### src/rtl/uart_pkg.sv
// uart_pkg: UART frame constants and the receiver state encoding, shared by the receiver and transmitter.
package uart_pkg;
  localparam int DATA_BITS = 8;
  localparam int OVS = 16;
  localparam int START_SAMPLE = 7;
  typedef enum logic [1:0] {IDLE, START, DATA, STOP} rx_state_t;
endpackage

### src/rtl/uart_baud_gen.sv
// uart_baud_gen: free-running divider that emits a one-clock s_tick every DVSR clocks (16x oversample).
module uart_baud_gen #(
  parameter int DVSR = 423
) (
  input  logic clk,
  input  logic rst_n,
  output logic s_tick
);
  localparam int W = DVSR > 1 ? $clog2(DVSR) : 1;
  logic [W-1:0] cnt;
  always_ff @(posedge clk)
    if (!rst_n) cnt <= '0;
    else cnt <= s_tick ? '0 : cnt + W'(1);
  assign s_tick = cnt == W'(DVSR - 1);
endmodule

### src/rtl/uart_rx_fifo.sv
// uart_rx_fifo: 8N1 UART receiver with 16x oversampling feeding a small show-ahead FIFO.
module uart_rx_fifo
  import uart_pkg::*;
#(
  parameter int CLK_HZ = 65_000_000,
  parameter int BAUD = 9600,
  parameter int DVSR = CLK_HZ / (16 * BAUD),
  parameter int ADDR_W = 2
) (
  input  logic       clk,
  input  logic       rst_n,
  input  logic       rx,
  input  logic       rd_uart,
  output logic [7:0] get_uart,
  output logic       rx_empty,
  output logic       rx_full,
  output logic       framing_err,
  output logic       overrun_err,
  output logic       rx_busy
);
  localparam logic [ADDR_W:0] DEPTH = {1'b1, {ADDR_W{1'b0}}};
  logic rx_m, rx_s, s_tick, push, wr, rd;
  rx_state_t state;
  logic [3:0] s_cnt;
  logic [2:0] n_cnt;
  logic [7:0] b_reg;
  logic [7:0] mem [2**ADDR_W];
  logic [ADDR_W-1:0] wr_ptr, rd_ptr, rd_nxt;
  logic [ADDR_W:0] count;

  uart_baud_gen #(.DVSR(DVSR)) u_baud (
    .clk(clk),
    .rst_n(rst_n),
    .s_tick(s_tick)
  );

  // Synchronizer loads idle-high in reset so release never looks like a start bit.
  always_ff @(posedge clk)
    if (!rst_n) {rx_m, rx_s} <= 2'b11;
    else {rx_m, rx_s} <= {rx, rx_m};

  always_ff @(posedge clk)
    if (!rst_n) begin
      state <= IDLE;
      s_cnt <= '0;
      n_cnt <= '0;
      b_reg <= '0;
      push <= 1'b0;
      framing_err <= 1'b0;
    end else begin
      push <= 1'b0;
      framing_err <= 1'b0;
      case (state)
        IDLE: if (!rx_s) begin
          state <= START;
          s_cnt <= '0;
        end
        START: if (s_tick) begin
          if (s_cnt == 4'(START_SAMPLE)) begin
            state <= rx_s ? IDLE : DATA;
            s_cnt <= '0;
            n_cnt <= '0;
          end else s_cnt <= s_cnt + 4'd1;
        end
        DATA: if (s_tick) begin
          if (s_cnt == 4'(OVS - 1)) begin
            s_cnt <= '0;
            b_reg <= {rx_s, b_reg[DATA_BITS-1:1]};
            n_cnt <= n_cnt + 3'd1;
            if (n_cnt == 3'(DATA_BITS - 1)) state <= STOP;
          end else s_cnt <= s_cnt + 4'd1;
        end
        STOP: if (s_tick) begin
          if (s_cnt == 4'(OVS - 1)) begin
            state <= IDLE;
            push <= rx_s;
            framing_err <= !rx_s;
          end else s_cnt <= s_cnt + 4'd1;
        end
        default: state <= IDLE;
      endcase
    end

  assign rx_busy = state != IDLE;
  assign rx_empty = count == '0;
  assign rx_full = count == DEPTH;
  assign rd = rd_uart && !rx_empty;
  assign wr = push && (!rx_full || rd);
  assign rd_nxt = rd_ptr + ADDR_W'(1);

  always_ff @(posedge clk)
    if (wr) mem[wr_ptr] <= b_reg;

  // get_uart is a registered copy of the head; it only moves when the head changes.
  always_ff @(posedge clk)
    if (!rst_n) begin
      wr_ptr <= '0;
      rd_ptr <= '0;
      count <= '0;
      get_uart <= '0;
      overrun_err <= 1'b0;
    end else begin
      wr_ptr <= wr_ptr + ADDR_W'(wr);
      rd_ptr <= rd_ptr + ADDR_W'(rd);
      count <= count + (ADDR_W+1)'(wr) - (ADDR_W+1)'(rd);
      overrun_err <= push && !wr;
      if (wr && (rx_empty || (rd && count == (ADDR_W+1)'(1)))) get_uart <= b_reg;
      else if (rd && count != (ADDR_W+1)'(1)) get_uart <= mem[rd_nxt];
    end
endmodule

### config.mk
export PLATFORM = sky130hd
export DESIGN_NAME = uart_rx_fifo
export DESIGN_NICKNAME = d
export VERILOG_FILES = /design/src/rtl/uart_pkg.sv /design/src/rtl/uart_baud_gen.sv /design/src/rtl/uart_rx_fifo.sv
export SDC_FILE = /design/constraint.sdc
export NUM_CORES = 1
export LEC_CHECK = 0
export ABC_AREA = 0
export CELL_PAD_IN_SITES_DETAIL_PLACEMENT = 1
export CELL_PAD_IN_SITES_GLOBAL_PLACEMENT = 1
export CORE_ASPECT_RATIO = 0.75
export CORE_UTILIZATION = 43
export DETAILED_ROUTE_END_ITERATION = 10
export PLACE_DENSITY_LB_ADDON = 0.1
export SYNTH_ARGS = -nofsm -noshare
export SYNTH_HDL_FRONTEND = slang
export SYNTH_HIERARCHICAL = 1
export SYNTH_SLANG_ARGS = --single-unit
### constraint.sdc
create_clock -name clk -period 2.2 [get_ports clk]
set_input_delay 0.44 -clock clk [delete_from_list [all_inputs] [get_ports clk]]
set_output_delay 0.44 -clock clk [all_outputs]
set_load 0.01 [all_outputs]
# Word-level counts from Yosys, hierarchy flattened
# Memories as Yosys holds them, arrays and structs flattened.
# Index checks and enable logic that the tools add are counted.
# W data, S select, Z words.
dict set report word_totals {
  reg_bits 46
  ram_bits 32
  word_cells 93
  memories 1
}
# name words word_bits rd rd_clocked_by_memory_dff write_ports line_no
set memory_table {}
lappend memory_table {mem 4 8 1 0 1 uart_rx_fifo.sv:27} ;# logic [7:0] mem [2**ADDR_W];
dict set report op_classes {
  n_addsub 8
  n_eq_ne 19
  n_mux 27
  n_bitwise 1
  n_reduce_logical 23
}
# operator n
set ops {}
lappend ops {{$mux W4} 7}
lappend ops {{$mux W2} 9}
lappend ops {{$mux W8} 2}
lappend ops {{$pmux W4 S4} 1}
lappend ops {{$mux W3} 4}
lappend ops {{$ne A2 B2 Y1 const B} 6}
lappend ops {{$reduce_and A5 Y1} 2}
lappend ops {{$add A9 B1 Y9 const B} 1}
lappend ops {{$eq A9 B9 Y1 const B} 1}
lappend ops {{$pmux W2 S4} 1}
lappend ops {{$reduce_and A8 Y1} 1}
lappend ops {{$eq A3 B3 Y1 const B} 2}
lappend ops {{$logic_and A1 B1 Y1} 6}
lappend ops {{$ne A2 B1 Y1 const B} 3}
lappend ops {{$pmux W3 S2} 1}
lappend ops {{$reduce_bool A2 Y1} 3}
lappend ops {{$add A2 B1 Y2} 2}
lappend ops {{$add A4 B1 Y4 const B} 1}
lappend ops {{$eq A2 B2 Y1 const B} 2}
lappend ops {{$eq A4 B3 Y1 const B} 1}
lappend ops {{$eq A4 B4 Y1 const B} 1}
lappend ops {{$logic_not A1 Y1} 4}
lappend ops {{$reduce_and A4 Y1} 1}
lappend ops {{$add A3 B1 Y3} 1}
lappend ops {{13 further kinds} 15}

# Longest topological paths before layout
# Gate-level depths: netlist (run 1).
dict set report logic_depth {
  depth_word 7
  depth_mapped 9
}

# Modules after synthesis
# The synthesis (run 1) kept the hierarchy.
# module instances cells_per_inst area_each_um2 seq_area_each_um2
set modules_own_cells {}
lappend modules_own_cells {uart_rx_fifo 1 222 2849.0 1701.6}
lappend modules_own_cells {uart_baud_gen 1 43 395.4 180.2}

# Worst setup path before layout (run 1)
# OpenSTA, ideal clock, no wires.
dict set report synth_path {
  kind {register to register}
  start {reg count[2]}
  end {reg count[2]}
  setup_time_ns 0.115
  arrival_ns 1.979
  required_time_ns 2.085
  setup_slack_ns 0.106
  stages_incl_launch_ff 10
  n_path_buf 0
  period_less_slack_ns 2.094
  cell_sequence {dfxtp_1 -> or3b_2 -> o21ai_0 -> inv_1 -> ha_1 -> inv_1 -> fa_1 -> xnor2_1 -> xnor2_1 -> and2_1}
}
dict set report synth_between {
  elab_chain_cells 7
}
# element line_no
set synth_rtl {}
lappend synth_rtl {{from (decl)} uart_rx_fifo.sv:29} ;# logic [ADDR_W:0] count;
lappend synth_rtl {{from (signal assigned)} uart_rx_fifo.sv:105} ;# count <= count + (ADDR_W+1)'(wr) - (ADDR_W+1)'(rd);
lappend synth_rtl {{$logic_not A3 Y1} uart_rx_fifo.sv:85} ;# assign rx_empty = count == '0;
lappend synth_rtl {{$logic_not A1 Y1} uart_rx_fifo.sv:87} ;# assign rd = rd_uart && !rx_empty;
lappend synth_rtl {{$logic_and A1 B1 Y1} uart_rx_fifo.sv:87}
lappend synth_rtl {{$logic_or A1 B1 Y1} uart_rx_fifo.sv:88} ;# assign wr = push && (!rx_full || rd);
lappend synth_rtl {{$logic_and A1 B1 Y1} uart_rx_fifo.sv:88}
lappend synth_rtl {{$add A3 B1 Y3} uart_rx_fifo.sv:105}
lappend synth_rtl {{$sub A3 B1 Y3 (*)} uart_rx_fifo.sv:105}
# Mark *: on every way between the ends. The rest lies on a longest branch, timed or not.
# A chain may end at the register's enable or synchronous reset.

# Worst setup path in the final report (run 1)
dict set report layout_path {
  start {reg count[1]}
  end {out rx_empty}
}
dict set report layout_between {
  elab_chain_cells 1
}
# element line_no
set layout_rtl {}
lappend layout_rtl {{$logic_not A3 Y1} uart_rx_fifo.sv:85}
lappend layout_rtl {{to (decl)} uart_rx_fifo.sv:15} ;# output logic rx_empty,
# Every way passes these cells.

==> parameters.txt, run 1 <==
Parameter                              Value

Run status
  Run status ... finished clean

STA
  Slew at the pin with the worst max-slew slack ... 0.454 ns
  Max-Slew Margin vs Limit ... 69.3%
  RSZ-0062 raised after global routing ... false
  Final setup violating endpoints ... 0
  FMAX ... 474 MHz
  Final Max Slew Viols ... 0
  Minimum clock period ... 2.11 ns
  Setup total negative slack ... 0 ns
  Fin crit share ... 95.8%
  Layout Skew ... 0.0124 ns
  Fin. Hold Viols ... 0

Global routing
  Number of global-route vias before repair ... 2151
  Pin count of the biggest net entering global routing ... 17
  Global-route usage over all layers ... 18.0%
  Overflow left after global routing ... 0
  Initial antenna violation count ... 0
  First-pass GRT wire length ... 10700 um

Die
  Area enclosed by the die boundary ... 7900 um2
  Die X ... 102 um
  Floorplan row count ... 27
  Placeable core region ... 7330 um2
  Die Span Y ... 77.2 um
  Starting density of the core ... 44.3%
  Number of top-level pins ... 17

Final layout
  Number of diodes added for antenna fixing ... 0
  Cell Count, Final, Fillers Out ... 407
  Layout cell share with drive strength beyond 1 ... 17.3%
  Largest registers ranked by flip-flop count ... mem (32), u_baud/cnt (9)
  Growth of design area from synthesis to finish ... 19.7%
  Register containing the most flip-flops in the final layout ... mem
  Flip-flop count of the largest register after layout ... 32
  Net total in the final layout ... 313

Logic synthesis
  Number of unique standard cell types used by synthesis ... 45
  Synth Instances ... 265
  Number of warnings reported in the yosys synthesis log ... 6
  Primary FF master, synth ... sky130_fd_sc_hd__dfxtp_1
  Total standard cell area after synthesis ... 3240 um2
  Average size of a mapped cell ... 12.2 um2
  Register area share after synthesis ... 58.0%
  Post-synth EDFFs ... 32
  #FFs+latches synth ... 78
  Share of synthesized flip-flops with an asynchronous set or reset ... 0%
  Synthesized netlist net count ... 277

Worst setup path
  Required time of the critical path ... 1.76 ns
  Longest individual stage delay on the worst path ... 0.60 ns
  R2r setup slk ... 0.21 ns
  Classification of the worst setup path ... reg2out
  CP max-delay cell ... sky130_fd_sc_hd__clkdlybuf4s50_1
  Critical path buffers and inverters ... 2
  Crit path max-delay family ... buffers and inverters
  CP Launch Type ... flip-flop
  Worst Setup End Kind ... output pin
  Crit Path Max Fanout ... 6
  Arrival @ worst endpoint ... 1.67 ns
  Cells traversed along the worst timing path ... buf_4 -> nor3_1 -> clkdlybuf4s50_1

Clock network
  Post-CTS clock slew at the launch and capture registers of the worst setup and hold paths ... 0.08 ns
  CTS resizes ... 1
  Post-CTS setup buffer count ... 0
  Worst-skew pair later-pin latency ... 0.35 ns
  Buffer cell driving the clock tree root ... sky130_fd_sc_hd__clkbuf_8
  Number of clock buffers inserted by TritonCTS ... 9
  H-tree levels ... 3
  Post-CTS Hold Buffers ... 0
  Max Buffers Root-to-Sink ... 2
  Sink Count ... 78
  Clock tree from TritonCTS ... yes

Route
  Via-to-Cell Ratio ... 5.12
  Post-route ant nets ... 0
  Via count ... 2084
  Met2 wire length ... 2860 um
  Initial DRT Pass Iterations ... 4
  Highest metal layer used by the detailed router ... met4
  Post-detailed-route DRC marker count ... 0
  Routed wire length ... 6200 um
  Wire per inst ... 15.2 um
  Count of routing violations after the opening detailed-route iteration ... 44
  Met3 routed WL ... 185 um
  Total routed wire length on the met1 layer ... 3070 um

Power and ir drop
  Static Leakage ... 1.39 nW
  Power density over cell area ... 722 nW/um2
  Worst vdd rail ir drop ... 0.340 mV

Min path
  Class of the most critical hold timing path ... reg2reg

Place
  Final RePlAce weighted congestion ... 0.748
  Count of port buffers added during placement ... 16
  Dpl hpwl ... 4460 um
  Dpl cells ... 391

Job
  Max_cap viols ... 0
==> cell usage in the layout (no fill, tap or decap), types with 4 or more instances in the layout <==
| master | n |
|---|---|
| sky130_fd_sc_hd__xnor2_1 | 6 |
| sky130_fd_sc_hd__ha_1 | 7 |
| sky130_fd_sc_hd__clkbuf_8 | 9 |
| sky130_fd_sc_hd__a21boi_0 | 9 |
| sky130_fd_sc_hd__inv_1 | 7 |
| sky130_fd_sc_hd__nand3_1 | 5 |
| sky130_fd_sc_hd__mux4_2 | 8 |
| sky130_fd_sc_hd__mux2i_1 | 13 |
| sky130_fd_sc_hd__or3_1 | 5 |
| sky130_fd_sc_hd__dfxtp_1 | 43 |
| sky130_fd_sc_hd__and2_1 | 6 |
| sky130_fd_sc_hd__nand2_1 | 15 |
| sky130_fd_sc_hd__nor2_1 | 12 |
| sky130_fd_sc_hd__buf_4 | 20 |
| sky130_fd_sc_hd__a21oi_1 | 4 |
| sky130_fd_sc_hd__nor2b_1 | 14 |
| sky130_fd_sc_hd__edfxtp_1 | 32 |
| sky130_fd_sc_hd__nand2b_1 | 7 |
| sky130_fd_sc_hd__a22oi_1 | 9 |
| sky130_fd_sc_hd__o21ai_0 | 10 |
| sky130_fd_sc_hd__clkdlybuf4s50_1 | 15 |
| sky130_fd_sc_hd__nor3_1 | 5 |
==> power by group <==
part           switching (W)  total (W)  internal (W)
registers          0.0000101    0.00151       0.00150
clock network       0.000528    0.00124      0.000711
logic              0.0000265  0.0000553     0.0000288
total               0.000565    0.00280       0.00224
==> kinds of logic after synthesis <==
logic type | share of synthesized area (%)
simple gates | 16.3
flops | 58.0
compound gates | 8.52
mux | 9.56
buf+inv | 2.16
xor+xnor | 2.16
fa+ha+maj | 3.32
==> cell usage after synthesis, types with 3 or more instances <==
cell                       number  area (um2)
sky130_fd_sc_hd__a21oi_1        4        20.0
sky130_fd_sc_hd__a22oi_1        9        67.6
sky130_fd_sc_hd__clkbuf_1       8        30.0
sky130_fd_sc_hd__mux4_2         8         180
sky130_fd_sc_hd__mux2i_1       13         130
sky130_fd_sc_hd__nand3_1        5        25.0
sky130_fd_sc_hd__and2_1         6        37.5
sky130_fd_sc_hd__o21ai_0       10        50.1
sky130_fd_sc_hd__nand2_1       15        56.3
sky130_fd_sc_hd__xnor2_1        6        52.6
sky130_fd_sc_hd__inv_1          7        26.3
sky130_fd_sc_hd__nor3_1         5        25.0
sky130_fd_sc_hd__and3_1         3        18.8
sky130_fd_sc_hd__nand2b_1       7        43.8
sky130_fd_sc_hd__a21boi_0       9        67.6
sky130_fd_sc_hd__ha_1           7        87.6
sky130_fd_sc_hd__and3b_1        3        26.3
sky130_fd_sc_hd__dfxtp_1       46         921
sky130_fd_sc_hd__nor2b_1       14        87.6
sky130_fd_sc_hd__edfxtp_1      32         961
sky130_fd_sc_hd__nor2_1        12        45.0
sky130_fd_sc_hd__or3_1          5        31.3
==> cell type report <==
cell class                      count  area, um2
Clock inverter                      6       90.1
Inverter                            7       26.3
Timing Repair Buffer               36        313
Multi-Input combinational cell    169       1290
Fill cell                         777       3450
Tap cell                          101        126
Sequential cell                    78       1890
Clock buffer                       10        149
==> per-layer routing <==
| layer | vias to the layer above | track usage, % |
|---|---|---|
| met3 | 8 | 5.01 |
| met1 | 1009 | 24.7 |
| met5 | - | 0 |
| met4 | 0 | 6.43 |
| li1 | 1038 | - |
| met2 | 29 | 27.3 |
==> metrics by stage <==
stage                     cell area, um2  setup slack [ns]  utilization [%]  hold WS [ns]  total power [W]
after global routing                3880           0.00514             53.0         0.429          0.00291
final                               3880            0.0915             53.0         0.418          0.00280
after floorplan                     3240             0.106                -         0.386          0.00157
after CTS                           3880            0.0321             52.9         0.425          0.00284
after detailed placement            3640            -0.224             49.6         0.402          0.00160
after global placement              3640            -0.128             49.6         0.394          0.00160
==> final timing paths <==
check / depth (start not counted) / to / startpoint
worst min-delay path: 1 / rx_s / rx_m
worst max register to register: 9 / count[2] / count[0]
worst max-delay path: 3 / rx_empty / count[1]
worst min register to register: 1 / rx_s / rx_m
No activity file was read; power rests on OpenSTA's default activity.
==> run 2: changes to the inputs <==
--- a/config.mk
+++ b/config.mk
@@ -9,8 +9,10 @@
 export CELL_PAD_IN_SITES_DETAIL_PLACEMENT = 1
 export CELL_PAD_IN_SITES_GLOBAL_PLACEMENT = 1
 export CORE_ASPECT_RATIO = 0.75
+export CORE_MARGIN = 5
 export CORE_UTILIZATION = 43
 export DETAILED_ROUTE_END_ITERATION = 10
+export GPL_TIMING_DRIVEN = 0
 export PLACE_DENSITY_LB_ADDON = 0.1
 export SYNTH_ARGS = -nofsm -noshare
 export SYNTH_HDL_FRONTEND = slang
==> run 2 against run 1 <==
- final area fell by 2.4%
- setup slack improved by 0.019 ns
- utilization fell by 1.3 points
- critical path depth fell by 1
- flip-flop and latch count did not move
- non-clock buffer count fell by 8
- final cell count fell by 2.0%
- hold slack got worse by 0.0050 ns
- sequential share of layout area rose by 1.3 points
- critical endpoint unchanged
==> parameters.txt, run 2 (synthesized netlist as in run 1, its figures left out) <==
Parameter                              Value

Final layout
  Flip-flop count of the largest register after layout ... 32 (unchanged)
  Layout cell share with drive strength beyond 1 ... 13.4% (-3.9 points)
  Cell Count, Final, Fillers Out ... 399 (-2.0%)
  Number of diodes added for antenna fixing ... 0 (unchanged)
  Core occupancy in the finished layout ... 51.7% (-1.3 points)
  Growth of design area from synthesis to finish ... 16.8%
  Largest registers ranked by flip-flop count ... mem (32), u_baud/cnt (9)
  Leading cell type in the layout, fill and taps excluded ... sky130_fd_sc_hd__dfxtp_1
  Top library cells by usage in the layout, fill and taps aside ... sky130_fd_sc_hd__dfxtp_1, sky130_fd_sc_hd__edfxtp_1, sky130_fd_sc_hd__nand2_1, sky130_fd_sc_hd__nor2b_1, sky130_fd_sc_hd__clkdlybuf4s50_1
  Net total in the final layout ... 305 (-2.6%)
  Register containing the most flip-flops in the final layout ... mem

Global routing
  Number of global-route vias before repair ... 2220 (+3.2%)
  Layer carrying the most global-route usage ... met2
  First-pass GRT wire length ... 11300 um (+5.4%)
  Pin count of the biggest net entering global routing ... 14 (-3)
  Met3 track demand over resource in global routing ... 5.48% (+0.46 points)
  Global routing met1 resource utilization ... 20.8% (-3.9 points)
  Global-route usage over all layers ... 15.9% (-2.1 points)
  Initial antenna violation count ... 0 (unchanged)
  GRT met2 Usage ... 24.6% (-2.8 points)
  Overflow left after global routing ... 0 (unchanged)

STA
  FMAX ... 478 MHz (+0.89%)
  Fin. Hold Viols ... 0 (unchanged)
  Worst hold slack ... 0.413 ns (-0.00497 ns)
  Layout Skew ... 0.0101 ns (-0.00234 ns)
  Max-Slew Margin vs Limit ... 14.6% (-55 points)
  RSZ-0062 raised after global routing ... false
  Fin crit share ... 95.0% (-0.85 points)
  Slew at the pin with the worst max-slew slack ... 1.27 ns (+0.817 ns)
  Final Max Slew Viols ... 0 (unchanged)
  Minimum clock period ... 2.09 ns (-0.0186 ns)
  Least setup slack across all paths after layout ... 0.110 ns (+0.0186 ns)
  Final setup violating endpoints ... 0 (unchanged)

Worst setup path
  Classification of the worst setup path ... reg2out
  Required time of the critical path ... 1.76 ns (about the same)
  Worst Setup End Kind ... output pin
  CP Launch Type ... flip-flop
  Arrival @ worst endpoint ... 1.65 ns (-0.02 ns)
  Crit Path Max Fanout ... 6 (unchanged)

Route
  Initial DRT Pass Iterations ... 4 (unchanged)
  Via-to-Cell Ratio ... 5.26 (+2.7%)
  Count of routing violations after the opening detailed-route iteration ... 71 (+61%)
  Post-detailed-route DRC marker count ... 0 (unchanged)
  Post-route ant nets ... 0 (unchanged)
  Via count ... 2098 (+0.67%)
  Routed wire length ... 6730 um (+8.6%)
  Wire per inst ... 16.9 um (+11%)

Clock network
  Number of clock buffers inserted by TritonCTS ... 9 (unchanged)
  Worst-skew pair later-pin latency ... 0.36 ns (about the same)
  Clock tree from TritonCTS ... yes
  Max Buffers Root-to-Sink ... 2 (unchanged)
  H-tree levels ... 3 (unchanged)
  Post-CTS clock slew at the launch and capture registers of the worst setup and hold paths ... 0.08 ns (about the same)
  Buffer cell driving the clock tree root ... sky130_fd_sc_hd__clkbuf_8
  Sink Count ... 78 (unchanged)

Die
  Number of top-level pins ... 17 (unchanged)
  Die X ... 110 um (+7.8%)
  Floorplan row count ... 27 (unchanged)
  Area enclosed by the die boundary ... 9400 um2 (+19%)
  Starting density of the core ... 44.3% (unchanged)
  Die Span Y ... 85.2 um (+10%)
  Placeable core region ... 7330 um2 (unchanged)

Place
  Dpl cells ... 382 (-2.3%)
  Dpl ws ... -0.527 ns (-0.303 ns)
  Count of port buffers added during placement ... 16 (unchanged)
  Dpl hpwl ... 4570 um (+2.5%)
  Final RePlAce weighted congestion ... 0.715 (-4.5%)

Power and ir drop
  Pwr Total ... 0.00269 W (-4.0%)
  Power density over cell area ... 710 nW/um2 (-1.6%)
  Worst vdd rail ir drop ... 0.317 mV (-6.6%)
  Static Leakage ... 1.30 nW (-6.1%)

Job
  Max_cap viols ... 0 (unchanged)

Run status
  Run status ... finished clean

Min path
  Class of the most critical hold timing path ... reg2reg
## run 2: cell count changes in the layout (fill, tap and decap cells not counted), moves of 2 or more
cell / before / now
sky130_fd_sc_hd__dfxtp_2: 3 / 1
sky130_fd_sc_hd__clkbuf_1: 0 / 7
sky130_fd_sc_hd__nor2_1: 12 / 10
sky130_fd_sc_hd__clkbuf_2: 0 / 2
sky130_fd_sc_hd__buf_2: 0 / 2
sky130_fd_sc_hd__buf_4: 20 / 1
## run 2: timing repair
action                                  4_1_cts  5_1_grt
pin swaps                                     0        1
gates resized for setup                      10        5
endpoints found under the setup margin       19       11
cloned                                        0        0
hold buffers                                  0        0
buffers inserted                              0        1
## run 2: layer usage
| metal | up-vias | share of wire (%) |
|---|---|---|
| met5 | - | 0 |
| met2 | 29 | 47 |
| met4 | 0 | 2.2 |
| met1 | 1039 | 47 |
| met3 | 13 | 4.2 |
| li1 | 1017 | - |
## run 2: path summary, 6_finish.rpt
| path | startpoint | cells after the start | slack (ns) | endpoint |
|---|---|---|---|---|
| worst max-delay path | count[2] | 2 | 0.11 | rx_empty |
| worst min register to register | rx_m | 1 | 0.41 | rx_s |
| worst min-delay path | rx_m | 1 | 0.41 | rx_s |
| worst max register to register | count[2] | 3 | 0.13 | mem[0][6] |
## run 2: area by class of cell
class                   count  area (um2)
well taps                 101         126
fillers                   799        3540
flip-flops and latches     78        1890
inverters                   7        26.3
clock buffers              11         153
clock inverters             5        55.1
multi-input cells         169        1330
repair buffers             17         169
plain buffers              11        46.3
## run 2: stage by stage
stage                     setup TNS, ns  cell area, um2
after global routing                  0            3790
after global placement           -14.65            3530
final                                 0            3790
after detailed placement         -12.71            3540
after floorplan                       0            3240
after CTS                        -0.410            3760
## run 2: worst max-delay path: stages, from the launching register on
cell                              delay [ns]
sky130_fd_sc_hd__dfxtp_4                0.38
sky130_fd_sc_hd__nor3_1                 0.31
sky130_fd_sc_hd__clkdlybuf4s50_1        0.60
## run 2: power by group
group / internal [W] / switching (W)
Clock: 0.000592 / 0.000534
Combinational: 0.0000268 / 0.0000313
Sequential: 0.00150 / 0.00000874
Total: 0.00212 / 0.000574
